File: src/rtl/cvxif_copro_pkg.sv
// Shared types and constants for the CV-X-IF reference coprocessor.
// Optional feature macro: CVXIF_COPRO_MUL_EN (adds funct3=010 MUL and the S_MUL state).
package cvxif_copro_pkg;

  // Entry field widths; the top-level XLEN/IdWidth parameters default to these.
  localparam int unsigned CVXIF_XLEN = 32;
  localparam int unsigned CVXIF_ID_W = 4;

  localparam logic [6:0] CUSTOM0_OPCODE = 7'b0001011;
  localparam logic [6:0] FUNCT7_BASE    = 7'b0000000;

  // funct3 encodings of the custom-0 operations
  typedef enum logic [2:0] {
    OP_ADD = 3'b000,
    OP_XOR = 3'b001,
    OP_MUL = 3'b010,
    OP_NOP = 3'b011
  } op_e;

  // One buffered instruction, kept in FIFO order
  typedef struct packed {
    logic [CVXIF_ID_W-1:0] id;
    op_e                   op;
    logic [4:0]            rd;
    logic                  we;
    logic [CVXIF_XLEN-1:0] rs1;
    logic [CVXIF_XLEN-1:0] rs2;
    logic                  committed;
    logic                  killed;
  } entry_t;

  // Head-of-buffer execution FSM
  typedef enum logic [2:0] {
    S_IDLE = 3'd0,
    S_EXEC = 3'd1,
`ifdef CVXIF_COPRO_MUL_EN
    S_MUL  = 3'd2,
`endif
    S_RESP = 3'd3,
    S_DROP = 3'd4
  } state_e;

  // funct3 values this build can execute
  function automatic logic op_legal(input logic [2:0] funct3);
    logic ok;
    ok = 1'b0;
    case (funct3)
      OP_ADD, OP_XOR, OP_NOP: ok = 1'b1;
`ifdef CVXIF_COPRO_MUL_EN
      OP_MUL:                 ok = 1'b1;
`endif
      default:                ok = 1'b0;
    endcase
    return ok;
  endfunction

endpackage

File: src/rtl/cvxif_copro_mul.sv
// Iterative shift-add unsigned multiplier, one partial product per cycle.
// Loads on start_i, pulses done_o XLEN cycles later; p_o holds the low XLEN bits.
// Only instantiated when CVXIF_COPRO_MUL_EN is defined.
module cvxif_copro_mul #(
  parameter int unsigned XLEN = 32
) (
  input  logic            clk_i,
  input  logic            rst_i,
  input  logic            start_i,
  input  logic [XLEN-1:0] a_i,
  input  logic [XLEN-1:0] b_i,
  output logic            done_o,
  output logic [XLEN-1:0] p_o
);

  localparam int unsigned CW = $clog2(XLEN + 1);

  logic [XLEN-1:0] a_q, a_d, b_q, b_d, p_q, p_d;
  logic [CW-1:0]   cnt_q, cnt_d;
  logic            busy_q, busy_d, done_q, done_d;

  // Next-state: load operands on start, else one shift-add step while busy
  always_comb begin
    a_d    = a_q;
    b_d    = b_q;
    p_d    = p_q;
    cnt_d  = cnt_q;
    busy_d = busy_q;
    done_d = 1'b0;
    if (start_i) begin
      a_d    = a_i;
      b_d    = b_i;
      p_d    = '0;
      cnt_d  = CW'(XLEN);
      busy_d = 1'b1;
    end else if (busy_q) begin
      if (b_q[0]) p_d = p_q + a_q;
      a_d   = a_q << 1;
      b_d   = b_q >> 1;
      cnt_d = cnt_q - CW'(1);
      if (cnt_q == CW'(1)) begin
        busy_d = 1'b0;
        done_d = 1'b1;
      end
    end
  end

  // State registers; reset abandons any multiply in flight
  always_ff @(posedge clk_i or posedge rst_i) begin
    if (rst_i) begin
      a_q    <= '0;
      b_q    <= '0;
      p_q    <= '0;
      cnt_q  <= '0;
      busy_q <= 1'b0;
      done_q <= 1'b0;
    end else begin
      a_q    <= a_d;
      b_q    <= b_d;
      p_q    <= p_d;
      cnt_q  <= cnt_d;
      busy_q <= busy_d;
      done_q <= done_d;
    end
  end

  assign done_o = done_q;
  assign p_o    = p_q;

endmodule

File: src/rtl/cvxif_copro_responder.sv
// CV-X-IF responder: accepts custom-0 instructions, buffers them until commit/kill,
// executes committed ones in order and returns results.
// Optional feature macro: CVXIF_COPRO_MUL_EN (iterative MUL on funct3=010).
// Handshakes: a transfer happens on a rising edge where valid && ready; the sender
// holds its payload stable while valid && !ready (result id/rd/data/we are held in RESP).
module cvxif_copro_responder
  import cvxif_copro_pkg::*;
#(
  parameter int unsigned XLEN         = CVXIF_XLEN,
  parameter int unsigned IdWidth      = CVXIF_ID_W,
  parameter int unsigned NrEntries    = 4,
  parameter logic [6:0]  CustomOpcode = CUSTOM0_OPCODE
) (
  input  logic               clk_i,
  input  logic               rst_i,
  input  logic               issue_valid_i,
  output logic               issue_ready_o,
  input  logic [31:0]        issue_instr_i,
  input  logic [IdWidth-1:0] issue_id_i,
  input  logic [XLEN-1:0]    issue_rs1_i,
  input  logic [XLEN-1:0]    issue_rs2_i,
  input  logic [1:0]         issue_rs_valid_i,
  output logic               issue_accept_o,
  output logic               issue_writeback_o,
  input  logic               commit_valid_i,
  input  logic [IdWidth-1:0] commit_id_i,
  input  logic               commit_kill_i,
  output logic               result_valid_o,
  input  logic               result_ready_i,
  output logic [IdWidth-1:0] result_id_o,
  output logic [4:0]         result_rd_o,
  output logic [XLEN-1:0]    result_data_o,
  output logic               result_we_o
);

  localparam int unsigned AW = $clog2(NrEntries);

  // Decode fields
  logic [6:0] opcode, funct7;
  logic [2:0] funct3;
  logic [4:0] rd;
  logic       legal;
  logic       unused_instr;

  assign opcode       = issue_instr_i[6:0];
  assign rd           = issue_instr_i[11:7];
  assign funct3       = issue_instr_i[14:12];
  assign funct7       = issue_instr_i[31:25];
  assign unused_instr = ^issue_instr_i[24:15];

  assign legal             = (opcode == CustomOpcode) && (funct7 == FUNCT7_BASE) && op_legal(funct3);
  assign issue_accept_o    = legal && (issue_rs_valid_i == 2'b11);
  assign issue_writeback_o = issue_accept_o && (funct3 != OP_NOP) && (rd != 5'd0);

  // Buffer and FSM state
  entry_t               mem_q [NrEntries];
  entry_t               mem_d [NrEntries];
  logic [NrEntries-1:0] valid_q, valid_d;
  logic [AW:0]          wptr_q, wptr_d, rptr_q, rptr_d;
  logic                 ready_q, ready_d;
  state_e               state_q, state_d;
  logic                 res_valid_q, res_valid_d;
  logic [IdWidth-1:0]   res_id_q, res_id_d;
  logic [4:0]           res_rd_q, res_rd_d;
  logic [XLEN-1:0]      res_data_q, res_data_d;
  logic                 res_we_q, res_we_d;

  entry_t head;
  logic   head_valid, push, pop;

  assign head       = mem_q[rptr_q[AW-1:0]];
  assign head_valid = valid_q[rptr_q[AW-1:0]];
  assign push       = issue_valid_i && ready_q && issue_accept_o;

`ifdef CVXIF_COPRO_MUL_EN
  logic            mul_start, mul_done;
  logic [XLEN-1:0] mul_p;

  cvxif_copro_mul #(.XLEN(XLEN)) u_mul (
    .clk_i   (clk_i),
    .rst_i   (rst_i),
    .start_i (mul_start),
    .a_i     (head.rs1),
    .b_i     (head.rs2),
    .done_o  (mul_done),
    .p_o     (mul_p)
  );
`endif

  // Buffer update (commit marking, push, pop) and head FSM next-state
  always_comb begin
    mem_d       = mem_q;
    valid_d     = valid_q;
    wptr_d      = wptr_q;
    rptr_d      = rptr_q;
    state_d     = state_q;
    res_valid_d = res_valid_q;
    res_id_d    = res_id_q;
    res_rd_d    = res_rd_q;
    res_data_d  = res_data_q;
    res_we_d    = res_we_q;
    pop         = 1'b0;
`ifdef CVXIF_COPRO_MUL_EN
    mul_start   = 1'b0;
`endif

    // Commit marks every live entry carrying the ID; no match means no effect
    if (commit_valid_i) begin
      for (int i = 0; i < NrEntries; i++) begin
        if (valid_q[i] && (mem_q[i].id == commit_id_i)) begin
          mem_d[i].committed = 1'b1;
          mem_d[i].killed    = commit_kill_i;
        end
      end
    end

    // New entry also picks up a commit for its own ID in the same cycle
    if (push) begin
      mem_d[wptr_q[AW-1:0]].id        = issue_id_i;
      mem_d[wptr_q[AW-1:0]].op        = op_e'(funct3);
      mem_d[wptr_q[AW-1:0]].rd        = rd;
      mem_d[wptr_q[AW-1:0]].we        = issue_writeback_o;
      mem_d[wptr_q[AW-1:0]].rs1       = issue_rs1_i;
      mem_d[wptr_q[AW-1:0]].rs2       = issue_rs2_i;
      mem_d[wptr_q[AW-1:0]].committed = commit_valid_i && (commit_id_i == issue_id_i);
      mem_d[wptr_q[AW-1:0]].killed    = commit_valid_i && (commit_id_i == issue_id_i) && commit_kill_i;
      valid_d[wptr_q[AW-1:0]]         = 1'b1;
      wptr_d                          = wptr_q + (AW+1)'(1);
    end

    case (state_q)
      S_IDLE: begin
        if (head_valid && head.committed) begin
          if (head.killed) begin
            state_d = S_DROP;
          end
`ifdef CVXIF_COPRO_MUL_EN
          else if (head.op == OP_MUL) begin
            state_d   = S_MUL;
            mul_start = 1'b1;
          end
`endif
          else begin
            state_d = S_EXEC;
          end
        end
      end
      S_EXEC: begin
        res_valid_d = 1'b1;
        res_id_d    = head.id;
        res_rd_d    = head.rd;
        res_we_d    = head.we;
        case (head.op)
          OP_ADD:  res_data_d = head.rs1 + head.rs2;
          OP_XOR:  res_data_d = head.rs1 ^ head.rs2;
          default: res_data_d = '0;
        endcase
        state_d = S_RESP;
      end
`ifdef CVXIF_COPRO_MUL_EN
      S_MUL: begin
        if (mul_done) begin
          res_valid_d = 1'b1;
          res_id_d    = head.id;
          res_rd_d    = head.rd;
          res_we_d    = head.we;
          res_data_d  = mul_p;
          state_d     = S_RESP;
        end
      end
`endif
      S_RESP: begin
        if (result_ready_i) begin
          res_valid_d = 1'b0;
          pop         = 1'b1;
          state_d     = S_IDLE;
        end
      end
      S_DROP: begin
        pop     = 1'b1;
        state_d = S_IDLE;
      end
      default: state_d = S_IDLE;
    endcase

    if (pop) begin
      valid_d[rptr_q[AW-1:0]] = 1'b0;
      rptr_d                  = rptr_q + (AW+1)'(1);
    end

    // Ready reflects next-cycle occupancy, so a pop re-opens issue one cycle later
    ready_d = !((wptr_d[AW] != rptr_d[AW]) && (wptr_d[AW-1:0] == rptr_d[AW-1:0]));
  end

  // Registers; reset empties the buffer and returns the FSM to IDLE
  always_ff @(posedge clk_i or posedge rst_i) begin
    if (rst_i) begin
      for (int i = 0; i < NrEntries; i++) mem_q[i] <= '0;
      valid_q     <= '0;
      wptr_q      <= '0;
      rptr_q      <= '0;
      ready_q     <= 1'b0;
      state_q     <= S_IDLE;
      res_valid_q <= 1'b0;
      res_id_q    <= '0;
      res_rd_q    <= '0;
      res_data_q  <= '0;
      res_we_q    <= 1'b0;
    end else begin
      for (int i = 0; i < NrEntries; i++) mem_q[i] <= mem_d[i];
      valid_q     <= valid_d;
      wptr_q      <= wptr_d;
      rptr_q      <= rptr_d;
      ready_q     <= ready_d;
      state_q     <= state_d;
      res_valid_q <= res_valid_d;
      res_id_q    <= res_id_d;
      res_rd_q    <= res_rd_d;
      res_data_q  <= res_data_d;
      res_we_q    <= res_we_d;
    end
  end

  assign issue_ready_o  = ready_q;
  assign result_valid_o = res_valid_q;
  assign result_id_o    = res_id_q;
  assign result_rd_o    = res_rd_q;
  assign result_data_o  = res_data_q;
  assign result_we_o    = res_we_q;

endmodule

File: config.mk
export PLATFORM = sky130hd
export DESIGN_NAME = cvxif_copro_responder
export DESIGN_NICKNAME = d
export VERILOG_FILES = /design/src/rtl/cvxif_copro_pkg.sv /design/src/rtl/cvxif_copro_mul.sv /design/src/rtl/cvxif_copro_responder.sv
export SDC_FILE = /design/constraint.sdc
export NUM_CORES = 1
export LEC_CHECK = 0
export ABC_CLOCK_PERIOD_IN_PS = 13750
export BUFFER_PORTS_ARGS = -buffer_cell sky130_fd_sc_hd__buf_2
export CORE_ASPECT_RATIO = 0.7
export CORE_UTILIZATION = 40
export CTS_CLUSTER_DIAMETER = 150
export DETAILED_ROUTE_END_ITERATION = 12
export SYNTH_ARGS = -nofsm -noshare
export SYNTH_HDL_FRONTEND = slang
export SYNTH_HIERARCHICAL = 1
export SYNTH_SLANG_ARGS = --single-unit
export TNS_END_PERCENT = 30
File: constraint.sdc
create_clock -name clk_i -period 13.75 [get_ports clk_i]
set_input_delay 1.375 -clock clk_i [delete_from_list [all_inputs] [get_ports clk_i]]
set_output_delay 1.375 -clock clk_i [all_outputs]
set_load 0.05 [all_outputs]
; ---- Word level (Yosys, flattened, before mapping)
; Cells that the tools add are included.
[totals]
ff_bits = 373
inputBits = 112
out_inout_bits = 46
elab_cells = 160
[op_classes]
add_sub_neg = 3
order_cmp = 7
n_eq_ne = 18
n_mux = 56
bitwise = 6
n_reduce_logical = 28
[ops]
columns = operator, count
row1 = bitwise mux 316 bit, 8
row2 = demux 79 bit (select 2 bit), 8
row3 = 2-to-1 mux 239 bit, 1
row4 = 2-to-1 mux 79 bit, 3
row5 = binary-select mux 79 bit (select 2 bit), 1
row6 = 2-to-1 mux 75 bit, 1
row7 = 2-to-1 mux 72 bit, 1
row8 = 2-to-1 mux 67 bit, 1
row9 = 2-to-1 mux 66 bit, 1
row10 = one-hot mux 32 bit (2 select lines), 1
row11 = 2-to-1 mux 34 bit, 1
row12 = adder 32 bit, 1
row13 = bitwise XOR 32 bit, 1
row14 = equality test 4 bit, 5
row15 = logical AND 1 bit, 18
row16 = 2-to-1 mux 2 bit, 9
row17 = 2-to-1 mux 3 bit, 5
row18 = equality test 3 x 1 -> 1 bit (second input constant), 3
row19 = zero test 3 bit, 3
row20 = one-hot mux 3 bit (3 select lines), 1
row21 = 2-to-1 mux 4 bit, 2
row22 = equality test 7 x 4 -> 1 bit (second input constant), 1
row23 = zero test 7 bit, 1
row24 = 2-to-1 mux 1 bit, 7
row25 = other kinds (24), 34

; ---- Depth between registers and ports, before layout
; Gate-level depths: netlist (run 1).
[logic_depth]
ltp_word = 14
ltp_mapped = 14
ltp_nobuf = 11

; ---- Worst setup path after synthesis (run 1)
; Ideal clock, no wire load.
[synth_timing]
kind = input to output
start = input issue_instr_i[28]
end = output issue_writeback_o
t_arrival_ns = 2.961
required_ns = 12.375
slack_ns = 9.414
stages = 4
n_path_buf = 0
path_cell_list = or4_1 -> nor3_1 -> nand3_1 -> nor2_1
[synth_between]
elab_chain_len = 6
[synth_lines]
columns = element, line
row1 = start: declaration, cvxif_copro_responder.sv:18  ; input logic [31:0] issue_instr_i,
row2 = zero test 7 bit, cvxif_copro_responder.sv:51  ; assign legal = (opcode == CustomOpcode) && (funct7 == FUNCT7_BASE) && op_legal(funct3);
row3 = logical AND 1 bit (2 in a row), cvxif_copro_responder.sv:51
row4 = logical AND 1 bit, cvxif_copro_responder.sv:52  ; assign issue_accept_o = legal && (issue_rs_valid_i == 2'b11);
row5 = logical AND 1 bit (2 in a row), cvxif_copro_responder.sv:53  ; assign issue_writeback_o = issue_accept_o && (funct3 != OP_NOP) && (rd != 5'd0);
row6 = end: declaration, cvxif_copro_responder.sv:24  ; output logic issue_writeback_o,
; Every way passes these cells.

; ---- Final worst setup path (run 1)
[layout_timing]
start = register rptr_q[0]
end = register res_data_q[24] (netlist: result_data_o[24])
[layout_between]
elab_chain_len = 6
word_cells_on_any_way = 9
classes_between = add/sub (1) / eq/ne (1) / mux (4) / bitwise (2) / reduce/logical (1)
[layout_lines]
columns = element, line
row1 = start: declaration, cvxif_copro_responder.sv:59  ; logic [AW:0] wptr_q, wptr_d, rptr_q, rptr_d;
row2 = start signal: assignment, cvxif_copro_responder.sv:213  ; rptr_q <= rptr_d;
row3 = NOT 2 -> 3 bit (not written as such) (*), cvxif_copro_responder.sv:71  ; assign head = mem_q[rptr_q[AW-1:0]];
row4 = binary-select mux 79 bit (select 2 bit) (*), cvxif_copro_responder.sv:71
row5 = 2-to-1 mux 79 bit (not written as such) (*) (2 in a row), cvxif_copro_responder.sv:71
row6 = "adder 32 bit, or another cell as far along", cvxif_copro_responder.sv:154  ; OP_ADD: res_data_d = head.rs1 + head.rs2;
row7 = one-hot mux 32 bit (2 select lines) (*), cvxif_copro_responder.sv:153  ; case (head.op)
row8 = end signal: assignment, cvxif_copro_responder.sv:219  ; res_data_q <= res_data_d;
row9 = end: declaration, cvxif_copro_responder.sv:65  ; logic [XLEN-1:0] res_data_q, res_data_d;
; Every way passes the cells marked *; elsewhere a longest branch is shown, timed or not. The select of a mux whose other input is x is not followed.
; A chain may end at the register's enable or synchronous reset.

==> results.md, run 1 <==
Outcome:
- The run finished with clean final reports.

Route:
- The wire length per cell is 18.6 µm.
- The via count is 14407.
- The remaining number of nets flagged by the antenna check after routing is 0.
- The first-pass iteration count of the detailed router is 6.
- Wires add up to 50.9 mm.
- The violation count after the first detailed-route iteration is about 1200.
- Dividing the detail-routed via count by the number of cells gives around 5.3.
- The number of remaining DRC errors is 0.

Clock network:
- The sink count of the clock tree is between 300 and 400.
- In this run, post-CTS repair resized a total of 0 instances.
- The maximum clock path buffer count is 3.
- The later pin in the worst-skew pair is clocked with a latency of 0.55 ns.
- Hold repair after CTS inserted 0 buffers.
- CTS built an H-tree with a depth of 2.
- In this run the post-CTS setup repair buffer count came out at 0.
- The CTS clock-pin slew for the worst setup and hold paths is 0.06 ns.
- TritonCTS built the clock tree.
- The clock tree root driver cell is clkbuf_16.
- The number of clock buffers inserted by TritonCTS is 40.

Pwr:
- Net switching is 23.1% of the power.
- The areal power density over the cells is 114 mW/mm².
- The combinational share of power is 5.0%.
- Of the total power, registers draw 46.6%.
- The switching power is 0.547 mW.
- The largest voltage drop on the vdd net is 67.7 µV.
- The clock network is responsible for between 40 and 50% of the overall power.
- The leakage power figure is 11.0 nW.
- The internal power summed over all cells is between 1.5 and 2 mW.

Critical path:
- The cell with the largest stage delay on the worst path is buf_4.
- The reg-to-reg endpoint is result_data_o[24].
- The depth of the most critical reg-to-reg path is 12.
- The launching instance or port of the critical path is rptr_q[0].
- The worst stage delay on the critical path is ~0.7 ns.
- The cell count along the critical path is 12.
- The endpoint required time on the critical path is 14.16 ns.
- The startpoint type of the worst setup path is a flop.
- The sum of buffers and inverters on the critical path is 2.
- The kind of cell with the highest combined delay on the critical path is compound AO/OA/AOI/OAI gates.
- The critical path goes through buf_4, mux4_2, ha_1, inv_1, fa_1, nor2b_1, o21bai_1, a21oi_1, o2bb2ai_1, o41ai_1, xnor2_1, o21ai_1.
- The worst setup path is captured at a flop.
- Along the worst path, the maximum fanout reaches 44.
- The beginning of the worst register-to-register path is rptr_q[0].
- The setup slack of the most critical reg-to-reg path is between 9 and 10 ns.
- The data arrival time at the worst-slack endpoint is 4.97 ns.
- The termination of the worst setup path is result_data_o[24].
- The worst setup path is of the reg -> reg kind.

Synth:
- Synthesis produced 2006 cells.
- In the synthesized netlist the dominant register cell turns out to be dfrtp_1.
- Counting every net in the synthesized netlist gives 2158.
- The cell area after synthesis is ~0.018 mm².
- By area the synthesized netlist is led by dfrtp_1 (51%), nand2_1 (21%), mux4_2 (9.1%), ha_1 (2.7%), o21ai_0 (1.7%).
- By instance count, the leading cell after synthesis is nand2_1.
- The number of enable flip-flop cells after synthesis is 0.
- Counting flops with an async set or reset pin after synthesis yields a share of 100%.
- Of the post-synthesis cell area, the dominant cell type holds 51.1%.
- After synthesis, the mean cell area works out to 9.10 µm².
- After synthesis, flip-flops and latches occupy 51.1% of the total area.
- Yosys printed 6 warnings.
- By count the netlist is led by nand2_1 (1006), dfrtp_1 (373), mux4_2 (74).
- The synthesized design contains 373 register bits.
- The number of distinct library cell variants in the gate-level netlist after synthesis is 55.
- The biggest area contributor in the post-synthesis netlist is dfrtp_1.

Timing:
- The total negative setup slack is 0 ns.
- The number of hold violations in the final report is 0.
- Setup repair after global routing left no endpoint under its margin.
- The final setup skew is roughly 0.022 ns.
- Setup violations remaining at the end of the flow were counted as 0.
- Counting I/O delays and the setup requirement, the final critical path takes 4.56 ns.
- The timing-limited maximum frequency is 219 MHz.
- The post-route fraction of the period consumed by the critical path is 33.2%.
- The tightest slew margin relative to the limit is 21.9%.
- Across all setup checks in the final design, the least slack found is a little over 9 ns.
- The final max-slew violation count is 0.
- For the pin with the worst max-slew slack, the measured transition is between 1 and 1.5 ns.

Layout:
- The post-route netlist has 15.1% of its cells at a drive strength greater than 1.
- The synthesis-to-layout area growth is 14.0%.
- With fillers left out, the area of the finished cells amounts to approximately 0.021 mm².
- Cells fill roughly 46% of the core in the end.
- The post-layout instance count excluding filler cells is 2744.
- For this run, the post-layout net count is 2253.

Run:
- The tool flagged a number of max-cap violations equal to 0.

Worst hold path:
- The tightest min-delay check is of the reg -> reg type.

Floorplanning:
- After floorplanning, the core was divided into 65 placement rows.
- The y dimension of the die is 181 µm.
- The die covers 0.0465 mm².
- After floorplanning, the core was sized to cover 0.0451 mm².
- The effective utilization at floorplan is 40.5%.
- The die span in x is 257 µm.
- In this run the count of I/O pins placed on the die edge is 158.

Global routing:
- Entering global routing, the biggest net connects 92 pins.
- The number of antenna violations at the first check in global routing is 13.
- The first-pass GRT wire length is about 82 mm.
- The number of global-route vias before repair is 14483.
- Global routing finished with a remaining overflow of 0.
- The overall routing resource usage is between 20 and 25%.

Place:
- Summed over all nets, the half-perimeter wirelength after detailed placement is 32.2 mm.
- The post-placement cell area is 0.0194 mm².
- During placement, the flow inserted port buffers numbering 147.
- The worst setup slack after placement is 9.03 ns.
- The congestion estimate from routability-driven global placement came to 0.880.
- The cell count after placement is 2662.
==> through the flow <==
step | power, mW | hold slack, ns
global route | 2.45 | 0.472
detailed placement | 1.24 | 0.450
floorplan | 1.19 | 0.433
CTS | 2.40 | 0.463
finish | 2.37 | 0.461
global placement | 1.24 | 0.444
==> worst min-delay path, delay by kind of cell, from the launching register on <==
family           cells  cell delay (ns)
DFF                  1             0.33
and+or+nand+nor      2             0.10
==> cell type report <==
class / count / area (µm²)
tap: 603 / 754
clock inverter: 11 / 169
inverter: 25 / 101
clock buffer: 62 / 1240
antenna: 9 / 22.5
sequential: 373 / 9340
fill: 4352 / 24200
timing repair buffer: 166 / 878
multi-input combinational: 1495 / 8320
==> per-layer routing <==
metal / routed length, µm / vias to the layer above / part of all wire [%] / GRT usage [%]
met4: 986 / 12 / 1.9 / 5.18
met3: 3300 / 83 / 6.5 / 4.35
met2: 23300 / 388 / 46 / 35.7
met1: 23300 / 7138 / 46 / 31.5
met5: 80 / - / 0.16 / 0
li1: - / 6786 / - / -
==> worst min path at each step <==
| stage | from | endpoint | slack, ns | depth (start not counted) |
|---|---|---|---|---|
| floorplan | flop | flop | 0.43 | 2 |
| global placement | flop | flop | 0.44 | 2 |
| detailed placement | flop | flop | 0.45 | 2 |
| CTS | flop | flop | 0.46 | 2 |
| global route | flop | flop | 0.47 | 2 |
| finish | flop | flop | 0.46 | 2 |
==> power by group through the flow <==
stage / registers [mW] / clock network [mW] / logic (mW)
after floorplan: 1.13 / 0 / 0.0579
after global placement: 1.12 / 0 / 0.118
after detailed placement: 1.12 / 0 / 0.121
after CTS: 1.10 / 1.17 / 0.121
after global routing: 1.10 / 1.22 / 0.132
final: 1.10 / 1.15 / 0.118
==> kinds of logic after synthesis <==
kind of cell	share of synthesized area (%)
muxes	9.35
buffers and inverters	3.45
adders and majority gates	2.78
AOI/OAI and AO/OA	6.59
xor gates and xnor gates	2.49
and+or+nand+nor	24.2
DFF	51.1
==> cell usage in the layout (no fill, tap or decap), types with 24 or more instances in the layout <==
master     count
buf_2        147
nand2_1     1002
dfrtp_1      371
inv_1         24
a21oi_1       53
ha_1          39
o21ai_0       63
mux4_2        74
nor2_1        43
clkbuf_16     42
xnor2_1       30
Power figures use the tool's default switching activity.
==> run 2, diff against run 1 <==
--- a/config.mk
+++ b/config.mk
@@ -5,7 +5,8 @@
 export SDC_FILE = /design/constraint.sdc
 export NUM_CORES = 1
 export LEC_CHECK = 0
-export ABC_CLOCK_PERIOD_IN_PS = 13750
+export ABC_AREA = 1
+export ABC_CLOCK_PERIOD_IN_PS = 4400
 export BUFFER_PORTS_ARGS = -buffer_cell sky130_fd_sc_hd__buf_2
 export CORE_ASPECT_RATIO = 0.7
 export CORE_UTILIZATION = 40
==> constraint.sdc (replaced) <==
create_clock -name clk_i -period 4.4 [get_ports clk_i]
set_input_delay 0.44 -clock clk_i [delete_from_list [all_inputs] [get_ports clk_i]]
set_output_delay 0.44 -clock clk_i [all_outputs]
set_load 0.05 [all_outputs]
==> run 2 against run 1 <==
Effect of this change: the run now ends with design-rule violations left; via count rose by 14%; maximum frequency rose by 30%; non-clock buffer count rose by 9; combinational power rose by 85%; clock skew rose by 0.0027 ns; sequential power rose to 3.1 times the previous value; critical path depth rose by 2; sequential share of layout area fell by 0.78 points; global-route usage rose by 0.51 points; synthesized cell count rose by 19%; die area rose by 2.8%; critical path type unchanged; largest cell class unchanged.
==> results.md, run 2 <==
Critical path:
- The endpoint identified for the worst register-to-register timing path is result_data_o[14].
- The data arrival time at the worst-slack endpoint is 3.93 ns (-1.04 ns).
- STA classifies the critical path startpoint as a flop.
- The maximum net fanout on the critical path is 47 (+6.8%).
- STA classifies the critical path endpoint as a flop.
- The worst register-to-register path begins at rptr_q[0].
- The kind of critical path is reg -> reg.
- The setup slack of the most critical reg-to-reg path is 0.90 ns (-8.29 ns).
- The endpoint required time on the critical path is 4.82 ns (-9.34 ns).
- The depth of the most critical reg-to-reg path is 14 (+2).

Synth:
- After synthesis, the cell types taking the most area are dfrtp_1 (50%), nand2_1 (13%), o21ai_1 (6.2%), o21ai_0 (6.2%), inv_1 (4.4%).
- nand2_1 is the most common cell in the netlist.
- The cell count after synthesis is 2397 (+19%).
- In the synthesized netlist, the cells that appear most often are nand2_1 (655), dfrtp_1 (373), o21ai_1 (233).
- The cell accounting for the most synthesized area is dfrtp_1.
- The cell area after synthesis is 0.0188 mm² (+2.8%).
- The share of the yosys chip area belonging to registers is 49.7% (-1.4 points).
- The average instance area after synthesis was 7.83 µm² (-14%).
- The area share of the largest cell type after synthesis is 49.7% (-1.4 points).
- The count of yosys warnings during synthesis is 6 (unchanged).
- The number of enable flip-flop cells after synthesis is 0 (unchanged).
- For this run, the leading register cell type out of synthesis is dfrtp_1.
- The async set-or-reset flop fraction in the synthesized netlist is 100% (unchanged).
- The post-synthesis register bit count is 373 (unchanged).
- The number of distinct library cell variants in the gate-level netlist after synthesis is 48 (-13%).
- The post-synthesis net count is 2549 (+18%).

Outcome:
- The flow ran to the end, but the final reports show violations.
- The checks that failed: design-rule violations.

Layout:
- From synthesis to final layout, the design area changed by 12.9%.
- The share of cells above drive strength 1 is 11.0% (-4.1 points).
- The cell area after layout was 0.0212 mm² (+1.7%).
- The final core utilization was 46.4% (+0.14 points).
- The antenna diode instance count is 0 (-9).
- In the layout the commonest cells are nand2_1 (655), dfrtp_1 (371), o21ai_1 (233).
- The most common library cell in the layout ignoring fill and taps is nand2_1.
- The final-layout fill cell count came to 4491 (+3.2%).
- The post-layout instance count excluding filler cells came to 3110 (+13%).
- The number of nets in the finished design is 2636 (+17%).

Timing:
- The final max-slew violation count is 0 (unchanged).
- The tightest slew margin relative to the limit was 31.1% (+9.1 points).
- Setup repair after global routing left no endpoint under its margin.
- The number of endpoints failing setup at the final stage is 0 (unchanged).
- The post-route fraction of the period consumed by the critical path was 79.6% (+46 points).
- The total negative setup slack came to 0 ns (unchanged).
- The worst hold slack across all endpoints is 0.120 ns (-0.341 ns).
- The number of hold violations in the final report is 0 (unchanged).
- The slew of the pin with the lowest slew margin is 1.03 ns (-0.139 ns).
- The timing-limited maximum frequency is 285 MHz (+30%).
- The final setup skew was 0.0251 ns (+0.00266 ns).
- The final critical-path required period is 3.50 ns (-1.06 ns).
- The final setup slack of the worst path was 0.896 ns (-8.29 ns).

Worst hold path:
- The min-delay analysis places its worst path in the category in -> reg.
- The hold path startpoint is issue_instr_i[7].
- The instance count along the most critical hold path came to 3 (+1).

Floorplanning:
- The number of top-level design ports came to 158 (unchanged).
- The y dimension of the die was 183 µm (+1.4%).
- The effective utilization at floorplan is 41.1% (+0.53 points).
- The die span in x was 261 µm (+1.4%).
- The placeable core area came to 0.0457 mm² (+1.4%).
- The number of core rows came to 65 (unchanged).
- The area of the die was 0.0478 mm² (+2.8%).

Global routing:
- The met3 global-route usage is 3.41% (-0.94 points).
- The maximum number of pins on one net before global-route repair came to 124 (+35%).
- The number of antenna violations at the first check in global routing is 0 (-13).
- The overall routing resource usage is 22.8% (+0.51 points).
- The first-pass GRT wire length is 85.9 mm (+5.0%).
- The busiest layer in global routing is met1.
- The number of global-route vias before repair is 15006 (+3.6%).
- The met2 global-route usage is 30.8% (-4.9 points).
- The met1 usage came to 37.9% (+6.4 points).
- The overflow left after global routing came to 0 (unchanged).

Pwr:
- The switching portion of total power was 22.4% (-0.68 points).
- The part of the total power dissipated in sequential elements is 50.3% (+3.7 points).
- The switching power is 1.53 mW (+180%).
- The areal power density over the cells was 323 mW/mm² (+180%).
- The combinational share of power is 3.2% (-1.8 points).
- The internal power summed over all cells is 5.31 mW (+190%).
- The largest voltage drop on the vdd net is 288 µV (+330%).
- The total power was 6.84 mW (+190%).
- The portion of total power attributed to the clock network was 46.5% (-1.9 points).
- The leakage power figure is 10.6 nW (-4.3%).

Route:
- The first-pass iteration count of the detailed router is 11 (+5).
- The violation count after the first detailed-route iteration is 1488 (+27%).
- The wire length per cell is 17.3 µm (-6.7%).
- The total wire length is 53.9 mm (+5.8%).
- The via count is 16455 (+14%).
- The via-per-instance ratio was 5.29 (+0.77%).
- The number of remaining DRC errors is 5 (+5).
- The remaining number of nets flagged by the antenna check after routing came to 0 (unchanged).

Run:
- The number of max-cap violations is 0 (unchanged).

Place:
- The last weighted congestion value of the routability-driven placer is 0.868 (-1.4%).
- The total half-perimeter wirelength after legalization and detailed placement is 36.7 mm (+14%).
- The cell count after placement came to 3046 (+14%).
- The number of buffer cells added on primary ports is 147 (unchanged).
- The worst setup slack after placement is 1.01 ns (-8.01 ns).
- The post-placement cell area is 0.0200 mm² (+3.1%).

Clock network:
- The clock tree from TritonCTS is done.
- The maximum clock path buffer count is 3 (unchanged).
- CTS placed an instance of clkbuf_16 at the clock tree root.
- The number of setup buffers added after CTS is 0 (unchanged).
- The source-to-sink clock delay at the later pin of the worst-skew pair is 0.55 ns (about the same).
- The count of cells resized by post-cts repair was 0 (unchanged).
- The number of clock buffers inserted by TritonCTS is 39 (-2.5%).
- The sink count of the clock tree is 373 (unchanged).
- The CTS clock-pin slew for the worst setup and hold paths was 0.06 ns (about the same).
- The count of hold-fix buffers inserted at cts is 0 (unchanged).
- The H-tree level count is 2 (unchanged).
==> run 2: changes by cell type after synthesis, moves of 74 or more <==
cell     before  now
nand2_1    1006  655
mux4_2       74    0
inv_1        25  222
nor2_1       43  201
o21ai_0      63  232
o21ai_1       6  233
==> run 2: power groups by stage <==
| stage | clock network (mW) | registers [mW] | logic [mW] |
|---|---|---|---|
| 2_1_floorplan | 0 | 3.51 | 0.111 |
| 3_3_place_gp | 0 | 3.50 | 0.219 |
| 3_5_place_dp | 0 | 3.50 | 0.223 |
| 4_1_cts | 3.25 | 3.44 | 0.224 |
| 5_1_grt | 3.39 | 3.44 | 0.250 |
| 6_report | 3.18 | 3.44 | 0.218 |
==> run 2: critical path, cell delays in order (launching register included) <==
cell and delay (ns):
dfrtp_4 0.64, inv_4 0.34, buf_12 0.28, o21ai_0 0.11, o22ai_1 0.43, ha_1 0.42, nand2_1 0.11, inv_1 0.05
a21oi_1 0.23, nand2_1 0.11, nand2_1 0.07, nand2_1 0.08, or2_2 0.28, nand3_1 0.12, nand2_1 0.07
==> run 2: worst max-delay path by stage <==
stage	endpoint	start	slack (ns)	cells after the start
global placement	result_data_o[27]	rptr_q[0]	0.97	16
CTS	result_data_o[28]	rptr_q[0]	0.99	15
detailed placement	result_data_o[28]	rptr_q[0]	1.01	15
finish	result_data_o[14]	rptr_q[0]	0.90	14
global route	result_data_o[30]	rptr_q[0]	0.68	15
floorplan	async pin	rst_i	-1.05	1
==> run 2: per-layer routing <==
layer / vias up / part of all wire (%)
met5: - / 0
met2: 528 / 40
met1: 7876 / 52
li1: 8004 / -
met3: 47 / 6.6
met4: 0 / 1.3
==> run 2: final cells by class <==
class	instances	area (µm²)	share of cell area, %
inverter	230	877	4.14
timing repair buffer	175	1050	4.94
tap	603	754	3.56
clock inverter	8	83.8	0.396
sequential	373	9340	44.1
multi-input combinational	1665	7970	37.6
clock buffer	56	1110	5.24
==> run 2: kinds of logic after synthesis <==
logic type	share of synthesized area, %
buf+inv	7.81
xor+xnor	0.513
compound gates	18.5
fa+ha+maj	2.71
simple gates	20.7
flops	49.7
